### config.mk
export PLATFORM = sky130hd
export DESIGN_NAME = instruction_fetch_unit
export DESIGN_NICKNAME = d
export VERILOG_FILES = /design/src/rtl/instruction_fetch_unit.sv
export SDC_FILE = /design/constraint.sdc
export NUM_CORES = 1
export LEC_CHECK = 0
export CORE_ASPECT_RATIO = 0.5
export CORE_MARGIN = 10
export CORE_UTILIZATION = 30
export DETAILED_ROUTE_END_ITERATION = 16
export PLACE_DENSITY_LB_ADDON = 0.15
export SLEW_MARGIN = 20
export SYNTH_ARGS = -nofsm -noshare
export SYNTH_HDL_FRONTEND = slang
export SYNTH_SLANG_ARGS = --single-unit
### constraint.sdc
create_clock -name i_clk -period 1.9 [get_ports i_clk]
set_clock_uncertainty 0.2 [all_clocks]
set_input_delay 0.57 -clock i_clk [delete_from_list [all_inputs] [get_ports i_clk]]
set_output_delay 0.57 -clock i_clk [all_outputs]
set_load 0.02 [all_outputs]
### src/rtl/instruction_fetch_unit.sv
// ---------------------------------------------------------------------------
// instruction_fetch_unit
//   Front end of the pipelined datapath. Owns the PC, drives the word-aligned
//   byte address to an asynchronous-read instruction memory, and registers the
//   returned word plus PC+4 into the IF/ID pipeline register. Handles
//   load-use stalls, branch/jump redirects (one bubble each) and out-of-range
//   fetch faults (sticky).
//
// Optional feature macro: IFETCH_PERF_EN
//   When defined, adds o_fetch_count / o_stall_count, saturating counters.
//
// Ports
//   i_clk              rising-edge clock
//   i_rst_n            asynchronous active-low reset
//   i_stall            hold PC and IF/ID
//   i_branch_taken     branch resolved taken (beats jump)
//   i_branch_target    branch destination byte address
//   i_jump             j/jal/jr resolved
//   i_jump_target      jump destination byte address
//   i_instruction      memory word for o_address, same cycle
//   o_address          current PC (low two bits always 0)
//   o_ifid_instruction registered instruction
//   o_ifid_pc_plus4    registered PC+4 of that instruction
//   o_ifid_valid       IF/ID holds a real instruction
//   o_fetch_fault      sticky out-of-range fetch flag
//   o_fetch_count      (IFETCH_PERF_EN) edges loading a valid instruction
//   o_stall_count      (IFETCH_PERF_EN) edges stalled without redirect
// ---------------------------------------------------------------------------
module instruction_fetch_unit #(
  parameter logic [31:0] RESET_PC   = 32'h0000_0000,
  parameter int          IMEM_WORDS = 128
) (
  input  logic        i_clk,
  input  logic        i_rst_n,
  input  logic        i_stall,
  input  logic        i_branch_taken,
  input  logic [31:0] i_branch_target,
  input  logic        i_jump,
  input  logic [31:0] i_jump_target,
  input  logic [31:0] i_instruction,
  output logic [31:0] o_address,
  output logic [31:0] o_ifid_instruction,
  output logic [31:0] o_ifid_pc_plus4,
  output logic        o_ifid_valid,
`ifdef IFETCH_PERF_EN
  output logic        o_fetch_fault,
  output logic [31:0] o_fetch_count,
  output logic [31:0] o_stall_count
`else
  output logic        o_fetch_fault
`endif
);

  typedef enum logic {S_RESET_HOLD = 1'b0, S_RUN = 1'b1} state_t;

  state_t      r_state, w_state_nxt;
  logic [31:0] r_pc, w_pc_nxt;
  logic [31:0] r_ifid_instr, w_ifid_instr_nxt;
  logic [31:0] r_ifid_pc4, w_ifid_pc4_nxt;
  logic        r_ifid_valid, w_ifid_valid_nxt;
  logic        r_fault, w_fault_nxt;
  logic        w_load_valid;   // this edge loads IF/ID with a real instruction
  logic        w_stall_cnt;    // this edge is a stall not overridden by redirect

  logic [31:0] w_pc_plus4;
  logic        w_oob;

  assign w_pc_plus4 = r_pc + 32'd4;
  assign w_oob      = {2'b00, r_pc[31:2]} >= 32'(IMEM_WORDS);

  // State register
  always_ff @(posedge i_clk or negedge i_rst_n) begin
    if (!i_rst_n) r_state <= S_RESET_HOLD;
    else          r_state <= w_state_nxt;
  end

  // Next-state: any edge with reset released lands in RUN
  always_comb begin
    w_state_nxt = S_RUN;
  end

  // Output / datapath-next logic. The first edge out of RESET_HOLD already
  // fetches from RESET_PC, so both states use the same update rules.
  always_comb begin
    w_pc_nxt         = r_pc;
    w_ifid_instr_nxt = r_ifid_instr;
    w_ifid_pc4_nxt   = r_ifid_pc4;
    w_ifid_valid_nxt = r_ifid_valid;
    w_fault_nxt      = r_fault;
    w_load_valid     = 1'b0;
    w_stall_cnt      = 1'b0;
    case (r_state)
      S_RESET_HOLD, S_RUN: begin
        if (i_branch_taken || i_jump) begin
          // Branch is the older instruction, so it wins over a same-cycle jump
          w_pc_nxt         = (i_branch_taken ? i_branch_target : i_jump_target)
                             & ~32'd3;
          w_ifid_instr_nxt = '0;
          w_ifid_pc4_nxt   = '0;
          w_ifid_valid_nxt = 1'b0;
        end else if (i_stall) begin
          w_stall_cnt = 1'b1;
        end else begin
          w_pc_nxt = w_pc_plus4;
          if (w_oob) begin
            // PC keeps advancing; only the captured slot is suppressed
            w_ifid_instr_nxt = '0;
            w_ifid_pc4_nxt   = '0;
            w_ifid_valid_nxt = 1'b0;
            w_fault_nxt      = 1'b1;
          end else begin
            w_ifid_instr_nxt = i_instruction;
            w_ifid_pc4_nxt   = w_pc_plus4;
            w_ifid_valid_nxt = 1'b1;
            w_load_valid     = 1'b1;
          end
        end
      end
      default: ;
    endcase
  end

  always_ff @(posedge i_clk or negedge i_rst_n) begin
    if (!i_rst_n) begin
      r_pc         <= RESET_PC & ~32'd3;
      r_ifid_instr <= '0;
      r_ifid_pc4   <= '0;
      r_ifid_valid <= 1'b0;
      r_fault      <= 1'b0;
    end else begin
      r_pc         <= w_pc_nxt;
      r_ifid_instr <= w_ifid_instr_nxt;
      r_ifid_pc4   <= w_ifid_pc4_nxt;
      r_ifid_valid <= w_ifid_valid_nxt;
      r_fault      <= w_fault_nxt;
    end
  end

  assign o_address          = r_pc;
  assign o_ifid_instruction = r_ifid_instr;
  assign o_ifid_pc_plus4    = r_ifid_pc4;
  assign o_ifid_valid       = r_ifid_valid;
  assign o_fetch_fault      = r_fault;

`ifdef IFETCH_PERF_EN
  logic [31:0] r_fetch_cnt, r_stall_cnt;

  always_ff @(posedge i_clk or negedge i_rst_n) begin
    if (!i_rst_n) begin
      r_fetch_cnt <= '0;
      r_stall_cnt <= '0;
    end else begin
      if (w_load_valid && r_fetch_cnt != 32'hFFFF_FFFF) r_fetch_cnt <= r_fetch_cnt + 32'd1;
      if (w_stall_cnt  && r_stall_cnt != 32'hFFFF_FFFF) r_stall_cnt <= r_stall_cnt + 32'd1;
    end
  end

  assign o_fetch_count = r_fetch_cnt;
  assign o_stall_count = r_stall_cnt;
`else
  logic w_unused_perf;
  assign w_unused_perf = w_load_valid ^ w_stall_cnt;
`endif

endmodule
==> Yosys cells after proc, flatten, opt, wreduce, memory -nomap -nowiden <==
Cells that the tools add are included.
{ "totals": {"inputBits": 101, "wordCells": 24, "register_bits": 98, "output_inout_bits": 98} }
{ "op_classes": {"muxes": 12, "n_reduce_logical": 2, "n_eq_ne": 1, "add_sub_neg": 1, "bitwise": 2, "n_lt_le_gt_ge": 1} }
{ "op_table": {"columns": ["operator", "count"], "rows": [
  ["32-bit two-way mux", 9],
  ["32-bit by 3-bit adder with 32-bit output (second input constant)", 1],
  ["30-bit by 8-bit >= comparator with 1-bit output (second input constant)", 1],
  ["1-bit two-way mux", 3],
  ["3-bit AND reduction", 1],
  ["2-bit by 1-bit inequality test with 1-bit output (second input constant)", 1],
  ["1-bit inverter", 2],
  ["1-bit logical OR", 1]
]} }

==> Longest topological paths before layout <==
Gate-level depths: netlist of the first run.
{ "depth": {"word_depth": 4, "mapped_depth": 6, "ltp_nobuf": 6} }

==> Worst setup path before layout of the first run <==
Ideal clock, no wire load.
{ "synth_timing": {"kind": "register to register", "startpoint": "reg r_pc[12] (netlist: o_address[12])", "endpoint": "reg r_ifid_instr[18] (netlist: o_ifid_instruction[18])", "synth_period_minus_slack_ns": 2.065, "t_required_ns": 1.622, "path_buffers": 1, "setup_ns": 0.078, "stages_incl_launch_ff": 7, "setup_slack_ns": -0.165, "arrival_time_ns": 1.787, "cell_sequence": "dfrtp_1 -> nor4_1 -> nand4_1 -> a311oi_2 -> buf_6 -> nand3b_1 -> a21oi_1"} }
{ "synth_between": {"elab_chain_len": 4} }
{ "synth_lines": {"columns": ["element", "line_no", "text"], "rows": [
  ["from (decl)", "57", "logic [31:0] r_pc, w_pc_nxt;"],
  ["from (signal assigned)", "125", "r_pc <= RESET_PC & ~32'd3;"],
  ["from (signal assigned)", "131", "r_pc <= w_pc_nxt;"],
  ["30-bit by 8-bit >= comparator with 1-bit output", "69", "assign w_oob = {2'b00, r_pc[31:2]} >= 32'(IMEM_WORDS);"],
  ["32-bit two-way mux", "105", "if (w_oob) begin"],
  ["32-bit two-way mux", "101", "end else if (i_stall) begin"],
  ["32-bit two-way mux", "94", "if (i_branch_taken || i_jump) begin"],
  ["to (signal assigned)", "132", "r_ifid_instr <= w_ifid_instr_nxt;"],
  ["to (decl)", "58", "logic [31:0] r_ifid_instr, w_ifid_instr_nxt;"]
]} }
No other way between the ends. The select of a mux whose other input is x is not followed.
A chain may end at the register's enable or synchronous reset.

==> Final worst setup path of the first run <==
{ "layout_timing": {"startpoint": "reg r_pc[30] (netlist: o_address[30])", "endpoint": "reg r_ifid_instr[21] (netlist: o_ifid_instruction[21])"} }
Same word-level chain as after synthesis.

==> flow_summary.toml, run 1 <==
[status]
status = "finished, violations left"
violations = "setup timing"

[drt]
viasPerCell = 4.85
drtIter0Drc = 205
avgRoutedWirePerCell_um = 18.4
ant_nets = 0
drt_first_pass_iters = 5
vias = 4665
drcViolationCount = 0
drt-total-wl_mm = 17.7

[grt]
grt_pass1_wl_mm = 26.8
grt_usage = 0.156
antenna_found_initial = 0
grt_pass1_vias = 4799
overflow = 0
grt_max_degree = 54

[synth]
netlist.area_leader.share = 0.508
ys_warn_count = 0
yosysTopAreaCell = "dfrtp_1"
syn_inst = 501
synth_seq_cells = 95
yosys-top-cells-area = "dfrtp_1 (51%), nand2_1 (6.3%), nand3b_1 (5.6%)"
syn_avg_cell_area_um2 = 9.35
ys_types = 38
ys_seq_area_frac = 0.508
netlist_area_mm2 = 0.00468

[sta]
fmax_ghz = 0.456
post-route-period-util = 1.15
drv_slew = 0
setup_ws_ps = -291
rsz0062_at_grt = "true"
finalHoldViolations = 0
relSlewSlack = 0.675
timing.hold.ws_ps = 275
worstMarginPinSlew_ps = 480
period_minus_slack_ps = 2190
setup_viol = 48

[worst_setup_path]
cp_data_required_time_ps = 1970
worstPathCellList = "nor4_2, buf_4, nand4_1, a311oi_4, buf_6, clkbuf_16, nand3b_1, a21oi_1"
crit_fanout = 6
cpMaxStageDelayCell = "dfrtp_2"
path_class = "reg -> reg"
worst-r2r-setup-slack_ps = -290
slowest_delay_ps = 420
cpLargestDelayFamily = "simple AND/OR/NAND/NOR gates"
crit_buf_inv = 3
crit_path_end_kind = "flip-flop"
start_kind = "flip-flop"
arrival_ps = 2260

[run]
drv_cap = 0

[power]
peakVddDrop_v = 0.000365
p_per_area_mw_per_mm2 = 670
leakagePower_nw = 3.59
p_total_w = 0.00523

[placement]
place_area_mm2 = 0.00732
place_congestion = 0.842
dp_slack_ps = -294
place.detailed.hpwl_mm = 12.8
port_buffers = 192

[final_layout]
synthToLayoutAreaGrowth_pct = 66.7
register_area_mm2 = 0.00240
diodes = 0
drive_above_1_share = 0.227
fill_cells = 1475
postLayoutCoreUtil = 0.509
final_nets = 855
multiInputGateArea_mm2 = 0.00224
final_area_mm2 = 0.00780

[cts]
cts_tree = "yes"
h-tree-depth = 3
ctsLongestPathBuffers = 2
clockRootBuffer = "clkbuf_16"
cts_buffers = 9
insertion_delay_ps = 340
clock-sinks = 95
cts.reportedPaths.clkPinSlew_ps = 70

[floorplanning]
die_area_mm2 = 0.0213
die_x_um = 197
dieHeight_um = 108
boundaryPins = 199
num_rows = 32
core_mm2 = 0.0153
initial_core_util = 0.305

[worst_hold_path]
hold_path.class = "reg -> reg"
==> cell type report <==
class | instances | area share
Inverter | 5 | 0.00240
Clock inverter | 6 | 0.0115
Timing Repair Buffer | 280 | 0.329
Clock buffer | 10 | 0.0306
Tap cell | 204 | 0.0327
Multi-Input combinational cell | 361 | 0.287
Sequential cell | 95 | 0.307
==> worst paths after layout <==
path / from / end / depth (start not counted)
hold reg to reg: o_fetch_fault / o_fetch_fault / 1
max in group asynchronous: i_rst_n / o_address[14] / 3
setup reg to reg: o_address[30] / o_ifid_instruction[21] / 8
setup / recovery: o_address[30] / o_ifid_instruction[21] / 8
min in group asynchronous: i_rst_n / o_ifid_instruction[28] / 2
hold / removal: o_fetch_fault / o_fetch_fault / 1
==> Yosys cell counts (all sizes together) <==
library cell  number
nand4b             1
ha                 2
conb               1
nand3             17
nor2              35
o21bai             1
nand4              9
buf               13
a22oi             13
nand3b            35
or2                2
inv                5
nand2             78
and2               1
nor4               9
o22ai              2
a311oi             1
o21a               1
o221ai            15
xor2              16
o211ai             1
nor3               9
dfrtp             95
mux2i              1
a32o               3
o21ai             12
or3                1
clkbuf            28
and3              24
nor2b              3
a21oi             52
xnor2             14
nor4b              1
==> stage by stage <==
step / std cells / setup TNS [ps]
6_report: 961 / -8670
5_1_grt: 961 / -16350
4_1_cts: 950 / -7890
3_5_place_dp: 930 / -18180
3_3_place_gp: 930 / -17550
2_1_floorplan: 502 / -1250
==> report_power, final <==
part           leakage (nW)  total (W)  internal, W  switching, W
Combinational          2.18    0.00104     0.000529      0.000508
Clock                 0.159    0.00203      0.00120      0.000828
Sequential             1.25    0.00217      0.00209     0.0000770
Total                  3.59    0.00523      0.00382       0.00141
==> metal layers <==
layer  part of all wire  GRT usage  wire length, um
met1               0.43      0.185             7640
met2               0.51      0.274             9000
met3              0.056     0.0491              985
met4             0.0046     0.0312               82
met5                  0          0                0
==> placed cells by master, fill, tap and decap left out, drive strengths merged, types with 3 or more instances in the layout <==
cell type,count
a21oi,52
a22oi,13
a32o,3
and3,24
buf,107
clkbuf,13
clkdlybuf4s15,8
clkdlybuf4s50,92
dfrtp,95
dlygate4sd2,68
inv,7
nand2,78
nand3,17
nand3b,35
nand4,9
nor2,35
nor2b,3
nor3,9
nor4,9
o21ai,12
o221ai,15
xnor2,14
xor2,16
==> worst reg2reg max path, delay by kind of cell, from the launching register on <==
kind / cells / cell delay [ps]
flip-flops: 1 / 420
AO/OA/AOI/OAI: 2 / 490
buffers and inverters: 3 / 520
AND/OR/NAND/NOR: 3 / 510
==> registers in the layout, summed over array words and instances (netlist names) <==
register,cells
o_address,30
o_fetch_fault,1
o_ifid_valid,1
o_ifid_pc_plus4,31
o_ifid_instruction,32
==> timing repair <==
item	4_1_cts	5_1_grt
endpoints found under the hold margin	9	0
gates cloned	0	3
buffers inserted	3	8
pin swaps	15	27
gates resized for setup	173	49
hold buffers	1	0
endpoints found under the setup margin	149	71
==> logic make-up (layout without fill, tap and decap cells) <==
family	Yosys count	in the layout	synth area share
simple gates	225	225	0.246
compound gates	101	101	0.134
flops	95	95	0.508
buf+inv	46	301	0.0476
xor+xnor	30	30	0.0561
fa+ha+maj	2	2	0.00534
other cells	1	2	0.000801
mux	1	1	0.00214
(Power assumes the default switching activity.)
==> run 2: changes to the inputs <==
--- a/config.mk
+++ b/config.mk
@@ -10,6 +10,7 @@
 export CORE_UTILIZATION = 30
 export DETAILED_ROUTE_END_ITERATION = 16
 export PLACE_DENSITY_LB_ADDON = 0.15
+export SKIP_LAST_GASP = 1
 export SLEW_MARGIN = 20
 export SYNTH_ARGS = -nofsm -noshare
 export SYNTH_HDL_FRONTEND = slang
==> constraint.sdc (replaced) <==
create_clock -name i_clk -period 2.2 [get_ports i_clk]
set_clock_uncertainty 0.2 [all_clocks]
set_input_delay 0.66 -clock i_clk [delete_from_list [all_inputs] [get_ports i_clk]]
set_output_delay 0.66 -clock i_clk [all_outputs]
set_load 0.02 [all_outputs]
==> run 2 against run 1 <==
The run now ends clean. Largest cell class unchanged. Clock power decreased by 15%. Total power shrank 17%. Sequential power fell by 13%. Cell area shrank 3.3%. Sequential cell count did not move. Critical path depth decreased by 1. Wire length down 4.3%.
==> flow_summary.toml, run 2 (same netlist as run 1, synthesis figures left out) <==
[status]
status = "completed"

[final_layout]
largest_reg_flops = 32
layout_commonest_cell = "clkdlybuf4s50_1"
diodes = 0
postLayoutCoreUtil = 0.492
final_nets = 810
drive_above_1_share = 0.107
synthToLayoutAreaGrowth_pct = 61.2
mostFrequentLayoutCells = "clkdlybuf4s50_1 (103), dfrtp_1 (92), nand2_1 (78)"

[power]
p_total_w = 0.00436
p_per_area_mw_per_mm2 = 578
peakVddDrop_v = 0.000322
leakagePower_nw = 3.92

[cts]
clock-sinks = 95
h-tree-depth = 3
hold_buffers = 0
cts_buffers = 9
ctsLongestPathBuffers = 2
cts.reportedPaths.clkPinSlew_ps = 70
insertion_delay_ps = 340
clockRootBuffer = "clkbuf_16"
cts_tree = "yes"

[worst_setup_path]
rr_endpoint = "o_ifid_instruction[5]"
arrival_ps = 2230
cpLargestDelayFamily = "simple AND/OR/NAND/NOR gates"
crit_fanout = 10
worstPathCellList = "nor4_4, nand4_1, a311oi_4, buf_6, clkbuf_16, nand3b_1, a21oi_1"
worst-r2r-setup-slack_ps = 40
cp_data_required_time_ps = 2270
cp.depth = 7
cpMaxStageDelayCell = "dfrtp_1"
crit_path_end_kind = "flip-flop"
slowest_delay_ps = 420
crit_buf_inv = 2
start_kind = "flip-flop"
path_class = "reg -> reg"
r2r_cells = 7
reg2reg_from = "o_address[26]"

[grt]
overflow = 0
grt_max_degree = 57
grt_pass1_wl_mm = 25.9
grt_pass1_vias = 4591
grt_usage = 0.151
antenna_found_initial = 0

[drt]
vias = 4458
avgRoutedWirePerCell_um = 18.5
drcViolationCount = 0
drt_first_pass_iters = 4
drt-total-wl_mm = 16.9
ant_nets = 0
viasPerCell = 4.87
drtIter0Drc = 308

[sta]
fmax_ghz = 0.464
period_minus_slack_ps = 2160
rsz0062_at_grt = "true"
finalHoldViolations = 0
setup_viol = 0
drv_slew = 0
finalSetupTns_ps = 0
post-route-period-util = 0.981

[worst_hold_path]
hold_path.class = "in -> async"

[floorplanning]
boundaryPins = 199
dieHeight_um = 108
initial_core_util = 0.305
die_area_mm2 = 0.0213
num_rows = 32
die_x_um = 197
core_mm2 = 0.0153

[placement]
place_congestion = 0.793
place.detailed.hpwl_mm = 12.1
port_buffers = 192

[run]
drv_cap = 0
run 2: changes by cell type in the layout (fill, tap and decap cells not counted), sizes merged:
cell	previous run	this run
clkdlybuf4s15	8	0
dlygate4sd3	1	0
dlymetal6s2s	1	43
dlygate4sd2	68	43
inv	7	6
clkbuf	13	12
buf	107	44
clkdlybuf4s50	92	103
run 2: report_power, final:
part | total (W) | leakage [nW] | internal (W) | switching, W
clock | 0.00172 | 0.155 | 0.00102 | 0.000699
combinational | 0.000749 | 2.50 | 0.000373 | 0.000376
sequential | 0.00189 | 1.26 | 0.00180 | 0.0000879
run 2: per-layer routing:
layer	share of wire	vias to the layer above	GRT usage
li1	-	2170	-
met1	0.43	2191	0.189
met2	0.51	90	0.259
met3	0.049	7	0.0426
met4	0.0063	0	0.0296
met5	0	-	0
run 2: layout make-up:
class | count | area [um2]
clock inverter | 5 | 81.3
clock buffer | 10 | 239
fill | 1486 | 7780
timing repair buffer | 235 | 2430
sequential | 95 | 2380
multi-input combinational | 361 | 2150
inverter | 5 | 18.8
tap | 204 | 255
run 2: worst max-delay path by stage:
stage,slack (ps),end,from
CTS,0.1,o_ifid_instruction[6],o_ifid_instruction[6]
detailed placement,-280,o_address[28],i_jump
global route,-40,o_ifid_instruction[18],o_address[26]
global placement,-180,o_address[21],i_jump
floorplan,140,o_ifid_instruction[18],o_address[12]
finish,40,o_ifid_instruction[5],o_address[26]
run 2: per-stage QoR:
| step | instance area, um2 | instances | hold slack (ps) | setup slack [ps] |
|---|---|---|---|---|
| 4_1_cts | 7290 | 908 | 42.4 | 0.127 |
| 6_report | 7550 | 915 | 35.4 | 42.6 |
| 3_5_place_dp | 7020 | 893 | 275 | -278 |
| 3_3_place_gp | 7020 | 893 | 263 | -185 |
| 5_1_grt | 7550 | 915 | 46.7 | -35.5 |
| 2_1_floorplan | 4690 | 502 | 164 | 135 |
run 2: worst register-to-register path: stages (launching register included):
cell	delay [ps]
dfrtp_1	420
nor4_4	300
nand4_1	230
a311oi_4	340
buf_6	200
clkbuf_16	180
nand3b_1	70
a21oi_1	140
run 2: repair_timing:
action | 4_1_cts | 5_1_grt
pin swaps | 0 | 16
gates resized for setup | 43 | 56
gates cloned | 0 | 4
setup buffers | 0 | 3
setup endpoints to repair | 43 | 85
==> run 3: changes to the inputs <==
--- a/config.mk
+++ b/config.mk
@@ -8,7 +8,9 @@
 export CORE_ASPECT_RATIO = 0.5
 export CORE_MARGIN = 10
 export CORE_UTILIZATION = 30
+export CTS_CLUSTER_DIAMETER = 60
 export DETAILED_ROUTE_END_ITERATION = 16
+export GPL_TIMING_DRIVEN = 0
 export PLACE_DENSITY_LB_ADDON = 0.15
 export SKIP_LAST_GASP = 1
 export SLEW_MARGIN = 20
==> run 3 against run 2 <==
Non-clock buffer count grew 8. Maximum frequency shrank 0.84%. Cell area grew 0.17%. Largest power group unchanged. Highest routed layer unchanged.
==> flow_summary.toml, run 3 (same netlist as run 1, synthesis figures left out) <==
[worst_setup_path]
cp_data_required_time_ps = 2250
cpMaxStageDelayCell = "or3_1"
start_kind = "input port"
worstPathCellList = "clkdlybuf4s50_1, or3_1, buf_2, o221ai_1"
crit_fanout = 10
slowest_delay_ps = 580
arrival_ps = 2220
crit_path_end_kind = "flip-flop"
path_class = "in -> reg"

[placement]
place.detailed.hpwl_mm = 13.4
place_congestion = 0.812
place_area_mm2 = 0.00689
port_buffers = 192

[run]
drv_cap = 0

[sta]
post-route-period-util = 0.989
finalSetupTns_ps = 0
relSlewSlack = 0.616
setup_viol = 0
rsz0062_at_grt = "true"
finalHoldViolations = 0
period_minus_slack_ps = 2180
timing.hold.ws_ps = 269
worstMarginPinSlew_ps = 576
drv_slew = 0
fmax_ghz = 0.460

[cts]
insertion_delay_ps = 350
ctsLongestPathBuffers = 2
clockRootBuffer = "clkbuf_16"
cts_tree = "yes"
clock-sinks = 95
cts.reportedPaths.clkPinSlew_ps = 70
cts_buffers = 9
h-tree-depth = 3

[grt]
overflow = 0
grt_pass1_vias = 4740
grt_pass1_wl_mm = 27.8
grt_max_degree = 75
grt_usage = 0.166
antenna_found_initial = 0

[floorplanning]
dieHeight_um = 108
die_area_mm2 = 0.0213
num_rows = 32
initial_core_util = 0.305
boundaryPins = 199
core_mm2 = 0.0153
die_x_um = 197

[final_layout]
drive_above_1_share = 0.114
diodes = 0
synthToLayoutAreaGrowth_pct = 61.5
largest_reg_flops = 32
fill_cells = 1491
multiInputGateArea_mm2 = 0.00222
mostFrequentLayoutCells = "clkdlybuf4s50_1 (115), dfrtp_1 (93), nand2_1 (78)"
layout_commonest_cell = "clkdlybuf4s50_1"
final_nets = 818
register_area_mm2 = 0.00238
final_area_mm2 = 0.00756

[drt]
drt-total-wl_mm = 18.4
drtIter0Drc = 352
ant_nets = 0
vias = 4594
viasPerCell = 4.97
avgRoutedWirePerCell_um = 19.9
drt_first_pass_iters = 5
drcViolationCount = 0

[status]
status = "completed"

[worst_hold_path]
hold_path.class = "reg -> reg"

[power]
peakVddDrop_v = 0.000305
leakagePower_nw = 3.67
p_per_area_mw_per_mm2 = 567
## run 3: path summary, 6_finish.rpt
kind,depth (start not counted),end,from,slack [ps]
worst min-delay path,1,o_fetch_fault,o_fetch_fault,270
max in group asynchronous,3,o_address[16],i_rst_n,600
worst max register to register,7,o_ifid_instruction[18],o_address[26],30
min in group asynchronous,2,o_ifid_instruction[27],i_rst_n,530
worst max-delay path,4,o_address[12],i_jump,20
worst min register to register,1,o_fetch_fault,o_fetch_fault,270
## run 3: timing repair
action / CTS / global route
hold buffers: 1 / 0
setup endpoints to repair: 142 / 101
setup buffers: 1 / 6
gates resized for setup: 78 / 58
cloned: 0 / 3
pin swaps: 3 / 15
endpoints found under the hold margin: 21 / 0
## run 3: layout make-up
class / instances / share of cell area
Buffer: 39 / 0.0342
Sequential cell: 95 / 0.315
Clock buffer: 14 / 0.0362
Tap cell: 204 / 0.0337
Clock inverter: 2 / 0.00496
Timing Repair Buffer: 204 / 0.280
Multi-Input combinational cell: 361 / 0.294
Inverter: 5 / 0.00248
## run 3: report_power, final
part           total, W  switching (W)  internal, W
registers       0.00191       0.000108      0.00180
logic          0.000727       0.000380     0.000346
clock network   0.00166       0.000680     0.000977
## run 3: through the flow
step	power [W]	util	setup slack, ps	instances
6_report	0.00429	0.493	24.4	924
3_5_place_dp	0.00267	0.449	-1260	899
3_3_place_gp	0.00266	0.448	-3610	898
4_1_cts	0.00431	0.473	-28.5	915
5_1_grt	0.00448	0.493	-60.8	924
2_1_floorplan	0.00222	-	135	502
## run 3: layer usage
metal,GRT usage,vias to the layer above,part of all wire
met5,0,-,0
met4,0.0301,0,0.0081
met3,0.0426,25,0.052
met2,0.287,118,0.51
met1,0.209,2244,0.43
li1,-,2207,-
## run 3: critical path: cells and delay by family
| family | cells | cell delay, ps |
|---|---|---|
| buffers and inverters | 2 | 770 |
| AND/OR/NAND/NOR | 1 | 580 |
| AO/OA/AOI/OAI | 1 | 210 |
